File: config.mk
export PLATFORM = sky130hd
export DESIGN_NAME = xosera_bus_host
export DESIGN_NICKNAME = d
export VERILOG_FILES = /design/src/rtl/xosera_bus_host.sv
export SDC_FILE = /design/constraint.sdc
export NUM_CORES = 1
export LEC_CHECK = 0
export ABC_CLOCK_PERIOD_IN_PS = 1850
export BUFFER_PORTS_ARGS = -buffer_cell sky130_fd_sc_hd__buf_2
export CELL_PAD_IN_SITES_DETAIL_PLACEMENT = 0
export CELL_PAD_IN_SITES_GLOBAL_PLACEMENT = 1
export CORE_ASPECT_RATIO = 1.5
export CORE_MARGIN = 5
export CORE_UTILIZATION = 35
export CTS_CLUSTER_SIZE = 30
export DETAILED_ROUTE_END_ITERATION = 8
export PLACE_DENSITY = 0.72
export SYNTH_ARGS = -nofsm -noshare
export SYNTH_HDL_FRONTEND = slang
export SYNTH_SLANG_ARGS = --single-unit
File: constraint.sdc
create_clock -name clk -period 1.85 [get_ports clk]
set_input_delay 0.37 -clock clk [delete_from_list [all_inputs] [get_ports clk]]
set_output_delay 0.37 -clock clk [all_outputs]
set_load 0.02 [all_outputs]
File: src/rtl/xosera_bus_host.sv
// rtl/xosera_bus_host.sv - 68k-style bus initiator driving the Xosera register interface
// Optional strobe timeout: define XOSERA_BUS_TIMEOUT_EN.
module xosera_bus_host #(
  parameter int SETUP_CYCLES   = 2,
  parameter int HOLD_CYCLES    = 1,
  parameter int TIMEOUT_CYCLES = 255
) (
  input  logic        clk,
  input  logic        reset_i,
  input  logic        req_valid_i,
  output logic        req_ready_o,
  input  logic        req_write_i,
  input  logic        req_byte_i,
  input  logic [3:0]  req_reg_num_i,
  input  logic [15:0] req_wdata_i,
  output logic        rsp_valid_o,
  output logic [15:0] rsp_rdata_o,
  output logic        rsp_timeout_o,
  output logic        bus_cs_n_o,
  output logic        bus_rd_nwr_o,
  output logic        bus_bytesel_o,
  output logic [3:0]  bus_reg_num_o,
  output logic [7:0]  bus_data_o,
  output logic        bus_data_oe_o,
  input  logic [7:0]  bus_data_i,
  input  logic        bus_dtack_i
);

  localparam logic [3:0] SETUP_LD = 4'(SETUP_CYCLES);
  localparam logic [3:0] HOLD_LD  = 4'(HOLD_CYCLES);

  typedef enum logic [2:0] {
    S_IDLE,
    S_SETUP,
    S_STROBE,
    S_RELEASE,
    S_HOLD,
    S_DONE
  } state_t;

  state_t      state, state_nxt;
  logic        dtk_meta, dtk;
  logic [3:0]  cnt, cnt_nxt;
  logic        is_byte, is_byte_nxt;
  logic [7:0]  lsb_wdata, lsb_wdata_nxt;
  logic [15:0] rdata_acc, rdata_acc_nxt;

  logic        ready_nxt, rsp_valid_nxt, cs_n_nxt, rd_nwr_nxt, bytesel_nxt, oe_nxt;
  logic [15:0] rsp_rdata_nxt;
  logic [3:0]  reg_num_nxt;
  logic [7:0]  data_nxt;

`ifdef XOSERA_BUS_TIMEOUT_EN
  localparam logic [7:0] TMO_LAST = 8'(TIMEOUT_CYCLES - 1);
  logic [7:0] tcnt, tcnt_nxt;
  logic       timeout_q, timeout_nxt;
  assign rsp_timeout_o = timeout_q;
`else
  assign rsp_timeout_o = 1'b0;
`endif

  // DTACK comes from another clock domain; only the synchronized copy is used.
  always_ff @(posedge clk) begin
    if (reset_i) begin
      dtk_meta <= 1'b0;
      dtk      <= 1'b0;
    end else begin
      dtk_meta <= bus_dtack_i;
      dtk      <= dtk_meta;
    end
  end

  always_ff @(posedge clk) begin
    if (reset_i) begin
      state         <= S_IDLE;
      cnt           <= '0;
      is_byte       <= 1'b0;
      lsb_wdata     <= '0;
      rdata_acc     <= '0;
      req_ready_o   <= 1'b1;
      rsp_valid_o   <= 1'b0;
      rsp_rdata_o   <= '0;
      bus_cs_n_o    <= 1'b1;
      bus_rd_nwr_o  <= 1'b1;
      bus_bytesel_o <= 1'b0;
      bus_reg_num_o <= '0;
      bus_data_o    <= '0;
      bus_data_oe_o <= 1'b0;
`ifdef XOSERA_BUS_TIMEOUT_EN
      tcnt          <= '0;
      timeout_q     <= 1'b0;
`endif
    end else begin
      state         <= state_nxt;
      cnt           <= cnt_nxt;
      is_byte       <= is_byte_nxt;
      lsb_wdata     <= lsb_wdata_nxt;
      rdata_acc     <= rdata_acc_nxt;
      req_ready_o   <= ready_nxt;
      rsp_valid_o   <= rsp_valid_nxt;
      rsp_rdata_o   <= rsp_rdata_nxt;
      bus_cs_n_o    <= cs_n_nxt;
      bus_rd_nwr_o  <= rd_nwr_nxt;
      bus_bytesel_o <= bytesel_nxt;
      bus_reg_num_o <= reg_num_nxt;
      bus_data_o    <= data_nxt;
      bus_data_oe_o <= oe_nxt;
`ifdef XOSERA_BUS_TIMEOUT_EN
      tcnt          <= tcnt_nxt;
      timeout_q     <= timeout_nxt;
`endif
    end
  end

  always_comb begin
    state_nxt     = state;
    cnt_nxt       = cnt;
    is_byte_nxt   = is_byte;
    lsb_wdata_nxt = lsb_wdata;
    rdata_acc_nxt = rdata_acc;
    ready_nxt     = req_ready_o;
    rsp_valid_nxt = 1'b0;
    rsp_rdata_nxt = rsp_rdata_o;
    cs_n_nxt      = bus_cs_n_o;
    rd_nwr_nxt    = bus_rd_nwr_o;
    bytesel_nxt   = bus_bytesel_o;
    reg_num_nxt   = bus_reg_num_o;
    data_nxt      = bus_data_o;
    oe_nxt        = bus_data_oe_o;
`ifdef XOSERA_BUS_TIMEOUT_EN
    tcnt_nxt      = tcnt;
    timeout_nxt   = timeout_q;
`endif

    case (state)
      S_IDLE: begin
        ready_nxt = 1'b1;
        cs_n_nxt  = 1'b1;
        if (req_valid_i && req_ready_o) begin
          ready_nxt     = 1'b0;
          is_byte_nxt   = req_byte_i;
          lsb_wdata_nxt = req_wdata_i[7:0];
          rdata_acc_nxt = '0;
          // a single-byte access only ever touches the odd byte
          bytesel_nxt   = req_byte_i;
          reg_num_nxt   = req_reg_num_i;
          rd_nwr_nxt    = !req_write_i;
          oe_nxt        = req_write_i;
          if (!req_write_i)
            data_nxt = 8'h00;
          else if (req_byte_i)
            data_nxt = req_wdata_i[7:0];
          else
            data_nxt = req_wdata_i[15:8];
          cnt_nxt       = SETUP_LD;
          state_nxt     = S_SETUP;
        end
      end

      S_SETUP: begin
        cs_n_nxt = 1'b1;
        if (cnt <= 4'd1) begin
          cs_n_nxt  = 1'b0;
          state_nxt = S_STROBE;
`ifdef XOSERA_BUS_TIMEOUT_EN
          tcnt_nxt  = '0;
`endif
        end else begin
          cnt_nxt = cnt - 4'd1;
        end
      end

      S_STROBE: begin
`ifdef XOSERA_BUS_TIMEOUT_EN
        tcnt_nxt = tcnt + 8'd1;
`endif
        if (dtk) begin
          if (bus_rd_nwr_o) begin
            if (bus_bytesel_o)
              rdata_acc_nxt[7:0] = bus_data_i;
            else
              rdata_acc_nxt[15:8] = bus_data_i;
          end
          cs_n_nxt  = 1'b1;
          oe_nxt    = 1'b0;
          state_nxt = S_RELEASE;
        end
`ifdef XOSERA_BUS_TIMEOUT_EN
        else if (tcnt == TMO_LAST) begin
          // abandon the transfer, including any odd byte still pending
          cs_n_nxt      = 1'b1;
          oe_nxt        = 1'b0;
          ready_nxt     = 1'b1;
          rsp_valid_nxt = 1'b1;
          rsp_rdata_nxt = rdata_acc;
          timeout_nxt   = 1'b1;
          state_nxt     = S_IDLE;
        end
`endif
      end

      S_RELEASE: begin
        cs_n_nxt = 1'b1;
        if (!dtk) begin
          cnt_nxt   = HOLD_LD;
          state_nxt = S_HOLD;
        end
      end

      S_HOLD: begin
        cs_n_nxt = 1'b1;
        if (cnt <= 4'd1) begin
          if (!bus_bytesel_o && !is_byte) begin
            bytesel_nxt = 1'b1;
            data_nxt    = bus_rd_nwr_o ? 8'h00 : lsb_wdata;
            oe_nxt      = !bus_rd_nwr_o;
            cnt_nxt     = SETUP_LD;
            state_nxt   = S_SETUP;
          end else begin
            rsp_valid_nxt = 1'b1;
            rsp_rdata_nxt = rdata_acc;
`ifdef XOSERA_BUS_TIMEOUT_EN
            timeout_nxt   = 1'b0;
`endif
            state_nxt     = S_DONE;
          end
        end else begin
          cnt_nxt = cnt - 4'd1;
        end
      end

      S_DONE: begin
        ready_nxt = 1'b1;
        state_nxt = S_IDLE;
      end

      default: begin
        state_nxt = S_IDLE;
      end
    endcase
  end

endmodule

* Word level (Yosys, flattened, before mapping)
Cells that the tools add are included.
** Cells by class
- Muxes and demuxes :: 41
- Add/sub/neg operators :: 1
- Equality and inequality tests :: 16
- Bitwise operators :: 3
- $lt $le $gt $ge :: 1
- Reduce and logical (&&, ||, !) cells :: 24
** Operators by type and width (number)
- 8-bit 2-to-1 mux :: 8
- 16-bit 2-to-1 mux :: 3
- 16-bit one-hot mux with 2 select lines :: 1
- 5-bit AND reduction :: 5
- 4-bit 2-to-1 mux :: 5
- 2-bit != test (second input constant) :: 10
- 3-bit 2-to-1 mux :: 6
- 4-bit one-hot mux with 4 select lines :: 1
- 8-bit one-hot mux with 2 select lines :: 1
- 3-bit one-hot mux with 5 select lines :: 1
- 1-bit 2-to-1 mux :: 11
- 3-bit by 2-bit equality test with 1-bit output (second input constant) :: 2
- 3-bit equality test (second input constant) :: 2
- 1-bit one-hot mux with 3 select lines :: 2
- 2-bit nonzero test :: 3
- 3-bit nonzero test :: 2
- 3-bit OR reduction :: 2
- 4-bit by 1-bit <= comparator with 1-bit output (second input constant) :: 1
- 1-bit logical NOT :: 4
- 1-bit one-hot mux with 2 select lines :: 2
- 2-bit AND reduction :: 2
- 4-bit AND reduction :: 1
- 4-bit nonzero test :: 1
- 4-bit by 1-bit subtractor with 4-bit output (second input constant) :: 1
- 6 further kinds :: 9
** Word-level totals
- Input bits :: 34
- Output and inout bits :: 35
- Register bits :: 68
- Logic and storage cells :: 103

* Longest topological paths before layout
Gate-level depths: netlist of the first run.
- Depth after elaboration :: 5
- Mapped depth :: 9
- Depth with buffers taken out :: 7

* Worst setup path before layout of the first run
No wires, ideal clock.
- Kind :: register -> register
- From :: register cnt[0]
- To :: register state[0]
- Path buffers :: 1
- Cell stages (with the launch flop) :: 9
- Period minus slack after synthesis :: 1.826 ns
- Setup slack :: 0.024 ns
- Required time :: 1.785 ns
- Data arrival time :: 1.761 ns
- Library setup time :: 0.065 ns
- Cells stage by stage :: dfxtp_1 > inv_1 > ha_1 > or2_4 > and2_4 > buf_6 > mux2_4 > o32a_1 > nor2_1
** On the way
- Longest elaborated chain between the ends :: 3
- Elaborated cells between the ends (all ways) :: 4
- Classes of those cells :: 1 x order compare; 2 x eq/ne; 1 x reduce/logical
** RTL lines
- start, declared :: RTL line 43 : logic [3:0] cnt, cnt_nxt;
- start signal, assigned :: RTL line 95 : cnt <= cnt_nxt;
- 4-bit by 1-bit <= comparator with 1-bit output (*) :: RTL line 162, 212
- 2-bit != test (no source line)
- 5-bit AND reduction (no source line) (*)
- end signal, assigned :: RTL line 94 : state <= state_nxt;
- end, declared :: RTL line 41 : state_t state, state_nxt;
Mark *: on every way between the ends. The rest lies on a longest branch, timed or not.
A chain may end at the register's enable or synchronous reset.

* Final worst setup path of the first run
- From :: register cnt[0]
- To :: register cnt[0]
** On the way
- Longest elaborated chain between the ends :: 3
- Elaborated cells between the ends (all ways) :: 8
- Classes of those cells :: 1 x add/sub; 1 x order compare; 2 x eq/ne; 3 x mux; 1 x reduce/logical
** RTL lines
- 4-bit by 1-bit subtractor with 4-bit output / 4-bit by 1-bit <= comparator with 1-bit output (equally long branches)
- 4-bit 2-to-1 mux, or another cell as far along :: RTL line 212 : if (cnt <= 4'd1) begin
- 4-bit one-hot mux with 4 select lines / 5-bit AND reduction (equally long branches)
Several ways; a longest one is shown, not always the timed one. The select of a mux whose other input is x is not followed.

==> metrics.yaml, run 1 <==
yosys:
  synth-edff-count: 0
  syn_area_um2: 2940
  synth_cell_types: 49
  ys_warn_count: 0
  synth_area_leaders: "dfxtp_1 46%, nand2_1 12%, mux2i_1 8.2%, a21oi_1 5.8%, a211oi_1 3.1%"
  ys_ff_latch: 68
  syn-num-nets: 382
  yosysTopAreaCell: "dfxtp_1"
  synth_top_area_share_pct: 46.3
  yosysSeqAreaShare_pct: 46.3
  ys.flop_type: "dfxtp_1"
  syn-mean-instance-area_um2: 8.50
  syn_inst: 346
  synth_async_sr_flop_share_pct: 0
clock_network:
  clkTransAtPathRegs_ps: 50
  clkLatencyLatePin_ps: 330
  cts_buffers: 9
  cts_tree: "yes"
  cts.sinks: 68
  cts_root_buffer: "clkbuf_16"
  clk_path_buf_depth: 2
  ctsHoldBuffers: 0
  htreeDepth: 3
timing:
  fin_setup_tns_ps: 0
  timing.final.crit_share_pct: 96.0
  fmax_mhz: 563
  finalSetupViolCount: 0
  worst_pin_slew_ps: 681
  hold_violations: 0
  relSlewSlack_pct: 54.5
  fin_crit_ps: 1780
  finClkSkew_ps: 4.11
  slew_violations: 0
  setup_ws_ps: 73.4
  rsz0062_at_grt: "yes"
setup_path:
  cp_data_arrival_time_ps: 2010
  cp-start-kind: "flop"
  crit_fanout: 5
  endpoint_kind: "flop"
  worstPathRequired_ps: 2080
  crit_type: "reg2reg"
final_layout:
  syn2layout_area_growth_pct: 30.8
  diodes: 0
  fin_cells: 538
  fin_area_um2: 3850
  nNetsFinal: 464
  register_area_um2: 1360
  multi_input_area_um2: 1480
  utilization_pct: 46.3
  fillerInstances: 863
  drive_above_1_share_pct: 27.8
status:
  status: "finished, final reports clean"
power_and_ir_drop:
  vdd_drop_max_mv: 0.736
  powerDensity_nw_per_um2: 1460
  leakage_nw: 1.60
global_route:
  grt.total_usage_pct: 15.5
  gr-total-overflow: 0
  grt_max_degree: 48
  antenna_found_initial: 0
  grt_pass1_wl_um: 12700
  grt_pass1_vias: 2632
drt:
  drc: 0
  firstDrtPassIters: 4
  wire_per_inst_um: 14.4
  ant_nets: 0
  drt_iter0_drc: 155
  viasPerCell: 5.03
  num_vias: 2704
  finalWirelength_um: 7730
floorplan:
  die_w_um: 84.9
  rows: 41
  dieArea_um2: 10400
  die-height_um: 122
  fp.coreArea_um2: 8310
  start_util_pct: 35.4
  ios: 69
placement:
  port_buffers: 67
  placed_cells: 523
  dp_hpwl_um: 5480
  gp_congestion: 0.835
  pre_cts_ws_ps: -115
  dpl_cell_area_um2: 3510
run:
  maxCapViolCount: 0
min_path:
  hold_path.class: "in2reg"
==> worst paths after layout <==
path	from	endpoint	slack, ps	cells past startpoint
worst max register to register	cnt[0]	cnt[0]	70	8
worst min register to register	dtk_meta	dtk	440	1
worst min-delay path	req_reg_num_i[3]	bus_reg_num_o[3]	280	3
worst max-delay path	cnt[0]	cnt[0]	70	8
==> cell usage in the layout, fill, tap and decap left out, drive strengths merged, types with 2 or more instances in the layout <==
master / netlist / final
a211oi: 12 / 12
and3: 2 / 2
o21a: 2 / 2
mux2i: 24 / 24
inv: 5 / 5
o211ai: 3 / 3
o22ai: 2 / 2
clkbuf: 9 / 12
nor2: 22 / 22
dfxtp: 68 / 68
ha: 2 / 2
buf: 13 / 93
o311ai: 2 / 2
o32a: 2 / 2
nor2b: 4 / 4
a31oi: 3 / 3
nor3b: 2 / 2
a2bb2oi: 8 / 8
nor3: 3 / 3
nand2: 96 / 96
o21ai: 6 / 6
nand3: 5 / 5
a21oi: 34 / 34
nor4: 2 / 2
a22oi: 2 / 2
==> power by group <==
part | switching [W] | leakage, nW | internal (W)
logic | 0.00119 | 0.901 | 0.000915
registers | 0.000145 | 0.554 | 0.00170
clock network | 0.000586 | 0.145 | 0.00110
total | 0.00192 | 1.60 | 0.00371
==> state kept, by name, indices dropped and copies added, names as in the netlist <==
| signal | cells |
|---|---|
| bus_bytesel_o | 1 |
| bus_cs_n_o | 1 |
| bus_data_o | 8 |
| bus_data_oe_o | 1 |
| bus_rd_nwr_o | 1 |
| bus_reg_num_o | 4 |
| cnt | 4 |
| dtk | 1 |
| dtk_meta | 1 |
| is_byte | 1 |
| lsb_wdata | 8 |
| rdata_acc | 16 |
| req_ready_o | 1 |
| rsp_rdata_o | 16 |
| rsp_valid_o | 1 |
| state | 3 |
==> layout make-up <==
class / instances / area share, %
clock buffers: 12 / 6.66
clock inverters: 2 / 0.910
inverters: 5 / 0.488
multi-input cells: 251 / 38.3
flip-flops and latches: 68 / 35.4
well taps: 107 / 3.48
repair buffers: 93 / 14.8
==> worst max-delay path, cell delays in order, from the launching register on <==
cell and delay [ps]:
dfxtp_1 350, inv_1 60, ha_1 200, or2_4 240, buf_4 140, o211ai_1 100, and3_2 270, a21oi_1 70
a311oi_1 250
==> Yosys cell counts, drive strengths merged (2+ instances only) <==
master,n
a21oi,34
o311ai,2
buf,13
o22ai,2
inv,5
clkbuf,9
o32a,2
mux2i,24
nor3b,2
nor4,2
a2bb2oi,8
o211ai,3
nor3,3
dfxtp,68
nand2,96
and3,2
nor2,22
nor2b,4
a22oi,2
nand3,5
a211oi,12
ha,2
o21ai,6
a31oi,3
o21a,2
==> metal layers <==
layer / vias to the layer above / track usage, % / wire length, um
li1: 1369 / - / -
met1: 1269 / 18.2 / 3410
met2: 53 / 26.3 / 3820
met3: 13 / 3.96 / 322
met4: 0 / 7.62 / 180
met5: - / 0 / 0
==> cells by family (layout without fill, tap and decap cells) <==
family | after synthesis | after routing | share of synthesized area (%)
simple gates | 143 | 143 | 22.2
compound gates | 80 | 80 | 17.6
flops | 68 | 68 | 46.3
buf+inv | 27 | 112 | 4.34
mux | 25 | 25 | 8.68
fa+ha+maj | 2 | 2 | 0.851
other cells | 1 | 1 | 0.127
==> through the flow <==
stage               hold WS (ps)  power (W)
floorplan                    414    0.00324
global placement             421    0.00388
detailed placement           433    0.00390
CTS                          265    0.00567
global route                 283    0.00597
finish                       283    0.00563
==> repair_timing <==
item	CTS	global route
setup buffers	1	0
endpoints found under the hold margin	0	0
resized for setup	1	3
pin swaps	1	0
endpoints found under the setup margin	20	11
(Power assumes the default switching activity.)
==> run 2: changes to the inputs <==
ABC_CLOCK_PERIOD_IN_PS = 2050   (was 1850)
CORE_UTILIZATION = 42   (was 35)
PLACE_DENSITY = 0.82   (was 0.72)
clock period = 2.05 ns   (was 1.85 ns; I/O delays follow)
==> metrics.yaml, run 2 (synthesized netlist as in run 1, its figures left out) <==
setup_path:
  worstReg2RegEnd: "bus_bytesel_o"  # was cnt[0]
  critical_path.max_stage_delay_ps: 420  # was 350 ps
  r2r_cells: 9  # was 8
  cp_cell_sequence: "inv_1, ha_1, or2_4, a31oi_1, nor3_4, buf_12, buf_4, nor2_1, nor2_1"  # was inv_1, ha_1, or2_4, buf_4, o211ai_1, and3_2, a21oi_1, a311oi_1
  crit_fanout: 17  # was 5
  worstPathRequired_ps: 2260  # was 2080 ps
  crit_cells: 9  # was 8
  ff2ff_setup_slack_ps: 120  # was 70 ps
  endpoint_kind: "flop"  # unchanged
  crit_family: "simple AND/OR/NAND/NOR gates"  # unchanged
  reg2reg_from: "cnt[0]"  # unchanged
  cp_data_arrival_time_ps: 2150  # was 2010 ps
  critPathMostFrequentCell: "nor2_1"
  path_buf_inv: 3  # was 2
  cp-start-kind: "flop"  # unchanged
  critPathSlowestCell: "dfxtp_1"  # unchanged
  crit_type: "reg2reg"  # unchanged
timing:
  setup_ws_ps: 117  # was 73.4 ps
  relSlewSlack_pct: 55.2  # was 54.5%
  slew_violations: 0  # unchanged
  fmax_mhz: 517  # was 563 MHz
  timing.final.crit_share_pct: 94.3  # was 96.0%
  hold_violations: 0  # unchanged
  worst_pin_slew_ps: 670  # was 681 ps
  fin_crit_ps: 1930  # was 1780 ps
  finClkSkew_ps: 7.10  # was 4.11 ps
  finalSetupViolCount: 0  # unchanged
floorplan:
  dieArea_um2: 8810  # was 10,400 um2
  rows: 37  # was 41
  ios: 69  # unchanged
  start_util_pct: 42.9  # was 35.4%
  fp.coreArea_um2: 6850  # was 8310 um2
  die-height_um: 112  # was 122 um
  die_w_um: 78.3  # was 84.9 um
drt:
  wire_per_inst_um: 14.9  # was 14.4 um
  num_vias: 2647  # was 2,704
  ant_nets: 0  # unchanged
  drt_iter0_drc: 187  # was 155
  finalWirelength_um: 7480  # was 7730 um
  firstDrtPassIters: 4  # unchanged
  drc: 0  # unchanged
  viasPerCell: 5.27  # was 5.03
final_layout:
  fin_cells: 502  # was 538
  final_cell_mix: "95 x nand2_1, 68 x dfxtp_1, 67 x buf_2, 34 x a21oi_1, 24 x mux2i_1"  # unchanged
  syn2layout_area_growth_pct: 24.9  # was 30.8%
  utilization_pct: 53.6  # was 46.3%
  diodes: 0  # unchanged
  fin_area_um2: 3670  # was 3850 um2
  layout_commonest_cell: "nand2_1"  # unchanged
  nNetsFinal: 455  # was 464
  drive_above_1_share_pct: 26.2  # was 27.8%
  biggestRegsByFlops: "rdata_acc (16), rsp_rdata_o (16)"  # unchanged
clock_network:
  clkTransAtPathRegs_ps: 70  # was 50 ps
  cts.sinks: 68  # unchanged
  cts_tree: "yes"  # unchanged
  clkLatencyLatePin_ps: 340  # was 330 ps
  cts_buffers: 9  # unchanged
  htreeDepth: 3  # unchanged
  clk_path_buf_depth: 2  # unchanged
  ctsHoldBuffers: 0  # unchanged
  cts_root_buffer: "clkbuf_8"  # was clkbuf_16
min_path:
  whs_path_depth: 2  # was 3
  worstHoldStart: "bus_dtack_i"  # was req_reg_num_i[3]
  min_to: "dtk_meta"  # was bus_reg_num_o[3]
  hold_path.class: "in2reg"  # unchanged
placement:
  gp_congestion: 0.873  # was 0.835
  pre_cts_ws_ps: 53.2  # was -115 ps
  dp_hpwl_um: 5110  # was 5480 um
  dpl_cell_area_um2: 3390  # was 3510 um2
  placed_cells: 484  # was 523
  port_buffers: 67  # unchanged
power_and_ir_drop:
  powerDensity_nw_per_um2: 1310  # was 1460 nW/um2
  total_power_w: 0.00480  # was 0.00563 W
  leakage_nw: 1.53  # was 1.60 nW
  vdd_drop_max_mv: 0.639  # was 0.736 mV
global_route:
  grt_max_degree: 48  # unchanged
  grt.total_usage_pct: 17.7  # was 15.5%
  antenna_found_initial: 0  # unchanged
  grt_pass1_vias: 2644  # was 2,632
  grt_pass1_wl_um: 12500  # was 12,700 um
  gr-total-overflow: 0  # unchanged
run:
  maxCapViolCount: 0  # unchanged
status:
  status: "finished, final reports clean"  # unchanged
run 2: changes by cell type in the layout (fill, tap and decap cells not counted):
cell,delta
clkbuf_8,+8
clkinv_4,+1
clkbuf_16,-9
a31oi_1,+1
buf_4,-8
buf_12,-1
inv_6,+1
bufinv_16,+2
a31oi_4,-1
and3_2,-1
clkinv_2,-1
and3_1,+1
run 2: worst reg2reg max path, delay by kind of cell, from the launching register on:
| kind | cells | cell delay [ps] |
|---|---|---|
| and+or+nand+nor | 4 | 460 |
| DFF | 1 | 420 |
| buffers and inverters | 3 | 370 |
| AOI/OAI and AO/OA | 1 | 340 |
| adders and majority gates | 1 | 220 |
run 2: power by group:
part,total (W),switching (W),internal (W)
clock,0.00137,0.000519,0.000849
sequential,0.00170,0.000174,0.00153
combinational,0.00173,0.00100,0.000730
total,0.00480,0.00169,0.00311
run 2: final cells by class:
class	count	area, um2
fillers	666	3180
clock inverters	5	108
well taps	78	97.6
inverters	5	18.8
multi-input cells	251	1460
repair buffers	84	488
clock buffers	11	141
flip-flops and latches	68	1360
run 2: per-layer routing:
layer	part of all wire, %	up-vias	global-route usage (%)
met5	0	-	0
met4	1.0	0	6.30
met3	5.8	6	5.30
met2	50	71	29.6
met1	43	1224	21.4
li1	-	1346	-
run 2: worst max path at each step:
stage / to / slack (ps) / startpoint
finish: bus_bytesel_o / 120 / cnt[0]
global route: bus_bytesel_o / -2 / cnt[0]
CTS: bus_data_o[6] / 190 / cnt[0]
detailed placement: rsp_rdata_o[10] / 50 / cnt[0]
global placement: rsp_rdata_o[4] / 130 / cnt[0]
floorplan: state[0] / 220 / cnt[0]
run 2: metrics by stage:
stage	TNS, ps	hold slack (ps)
after floorplan	0	414
final	0	296
after global routing	-1.94	282
after global placement	0	421
after CTS	0	280
after detailed placement	0	443
run 2: what timing repair did:
item                       4_1_cts  5_1_grt
buffers inserted                 0        2
resized for setup                1        0
pin swaps                        0        1
hold endpoints to repair         0        0
setup endpoints to repair        1        1
==> run 3: changes to the inputs <==
REMOVE_ABC_BUFFERS = 1   (was not set)
==> metrics.yaml, run 3 (synthesized netlist as in run 1, its figures left out) <==
setup_path:
  cp_cell_sequence: "inv_1, ha_1, or2_4, and2_4, mux2_4, o32a_1, nor2_1"  # was inv_1, ha_1, or2_4, a31oi_1, nor3_4, buf_12, buf_4, nor2_1, nor2_1
  endpoint_kind: "flop"  # unchanged
  cp-start-kind: "flop"  # unchanged
  critPathSlowestCell: "dfxtp_1"  # unchanged
  reg2reg_from: "cnt[0]"  # unchanged
  startpoint: "cnt[0]"  # unchanged
  critical_path.max_stage_delay_ps: 430  # was 420 ps
  crit_type: "reg2reg"  # unchanged
  worstPathRequired_ps: 2330  # was 2260 ps
  cp_data_arrival_time_ps: 2130  # was 2150 ps
  crit_fanout: 6  # was 17
placement:
  dp_hpwl_um: 4950  # was 5110 um
  placed_cells: 480  # was 484
  dpl_cell_area_um2: 3350  # was 3390 um2
  port_buffers: 67  # unchanged
  gp_congestion: 0.852  # was 0.873
timing:
  holdWs_ps: 280  # was 296 ps
  fin_setup_tns_ps: 0  # unchanged
  finClkSkew_ps: 7.81  # was 7.10 ps
  rsz0062_at_grt: "no"
  finalSetupViolCount: 0  # unchanged
  hold_violations: 0  # unchanged
  fmax_mhz: 540  # was 517 MHz
  fin_crit_ps: 1850  # was 1930 ps
  slew_violations: 0  # unchanged
  relSlewSlack_pct: 55.2  # about the same
  worst_pin_slew_ps: 669  # was 670 ps
  timing.final.crit_share_pct: 90.3  # was 94.3%
floorplan:
  die_w_um: 78.3  # unchanged
  rows: 37  # unchanged
  ios: 69  # unchanged
  dieArea_um2: 8810  # unchanged
  die-height_um: 112  # unchanged
  fp.coreArea_um2: 6850  # unchanged
  start_util_pct: 42.9  # unchanged
status:
  status: "finished, final reports clean"  # unchanged
final_layout:
  drive_above_1_share_pct: 25.4  # was 26.2%
  fin_area_um2: 3580  # was 3670 um2
  biggestRegsByFlops: "rdata_acc (16), rsp_rdata_o (16)"  # unchanged
  final_cell_mix: "95 x nand2_1, 68 x dfxtp_1, 67 x buf_2, 34 x a21oi_1, 24 x mux2i_1"  # unchanged
  nNetsFinal: 449  # was 455
  fin_cells: 496  # was 502
  syn2layout_area_growth_pct: 21.6  # was 24.9%
  layout_commonest_cell: "nand2_1"  # unchanged
  diodes: 0  # unchanged
clock_network:
  cts_tree: "yes"  # unchanged
  clk_path_buf_depth: 2  # unchanged
  cts_buffers: 9  # unchanged
  cts.sinks: 68  # unchanged
  htreeDepth: 3  # unchanged
  cts_root_buffer: "clkbuf_8"  # unchanged
  clkLatencyLatePin_ps: 340  # about the same
  clkTransAtPathRegs_ps: 70  # about the same
  post-cts-setup-buffer-count: 0  # unchanged
global_route:
  grt_pass1_wl_um: 12100  # was 12,500 um
  grt.total_usage_pct: 17.1  # was 17.7%
  gr-total-overflow: 0  # unchanged
  grt_pass1_vias: 2543  # was 2,644
  antenna_found_initial: 0  # unchanged
  grt_max_degree: 48  # unchanged
power_and_ir_drop:
  total_power_w: 0.00453  # was 0.00480 W
  powerDensity_nw_per_um2: 1270  # was 1310 nW/um2
  leakage_nw: 1.48  # was 1.53 nW
  vdd_drop_max_mv: 0.477  # was 0.639 mV
drt:
  finalWirelength_um: 7140  # was 7480 um
  num_vias: 2604  # was 2,647
  ant_nets: 0  # unchanged
  viasPerCell: 5.25  # was 5.27
  drt_iter0_drc: 132  # was 187
  firstDrtPassIters: 4  # unchanged
  wire_per_inst_um: 14.4  # was 14.9 um
  drc: 0  # unchanged
run:
  maxCapViolCount: 0  # unchanged
min_path:
  worstHoldStart: "bus_dtack_i"  # unchanged
  hold_path.class: "in2reg"  # unchanged
==> run 3: routing by layer <==
layer	wire [um]	part of all wire, %	GRT usage (%)	up-vias
met5	0	0	0	-
met2	3640	51	30.1	67
met1	2970	42	19.7	1194
li1	-	-	-	1333
met3	412	5.8	4.90	10
met4	114	1.6	5.72	0
==> run 3: area by class of cell <==
class                   count  area (um2)
fillers                   698        3270
multi-input cells         251        1460
flip-flops and latches     68        1360
repair buffers             78         418
clock buffers               9         124
clock inverters             7        98.8
well taps                  78        97.6
inverters                   5        18.8
==> run 3: where the power goes <==
| group | switching [W] | total (W) | internal [W] |
|---|---|---|---|
| Sequential | 0.000157 | 0.00168 | 0.00153 |
| Clock | 0.000535 | 0.00123 | 0.000693 |
| Combinational | 0.000976 | 0.00162 | 0.000645 |
==> run 3: timing repair <==
| action | CTS | global route |
|---|---|---|
| gates resized for setup | 0 | 1 |
| hold endpoints to repair | 0 | 0 |
| endpoints found under the setup margin | 0 | 16 |
| hold buffers | 0 | 0 |
==> run 3: final timing paths <==
| path | endpoint | slack [ps] | cells past startpoint |
|---|---|---|---|
| min | dtk_meta | 280 | 2 |
| max | state[0] | 200 | 7 |
| min reg2reg | dtk | 440 | 1 |
| max reg2reg | state[0] | 200 | 7 |
==> run 3: metrics by stage <==
| stage | setup WS [ps] | utilization (%) |
|---|---|---|
| after global placement | 122 | 48.9 |
| after floorplan | 222 | - |
| after CTS | 29.5 | 52.1 |
| after detailed placement | 44.6 | 48.9 |
| final | 198 | 52.2 |
| after global routing | 28.0 | 52.2 |
==> run 3: worst max-delay path: cells and delay by family, from the launching register on <==
family	cells	cell delay [ps]
multiplexers	1	290
flip-flops	1	430
AND/OR/NAND/NOR	3	510
AO/OA/AOI/OAI	1	280
adder cells (fa/ha/maj)	1	220
buffers and inverters	1	70
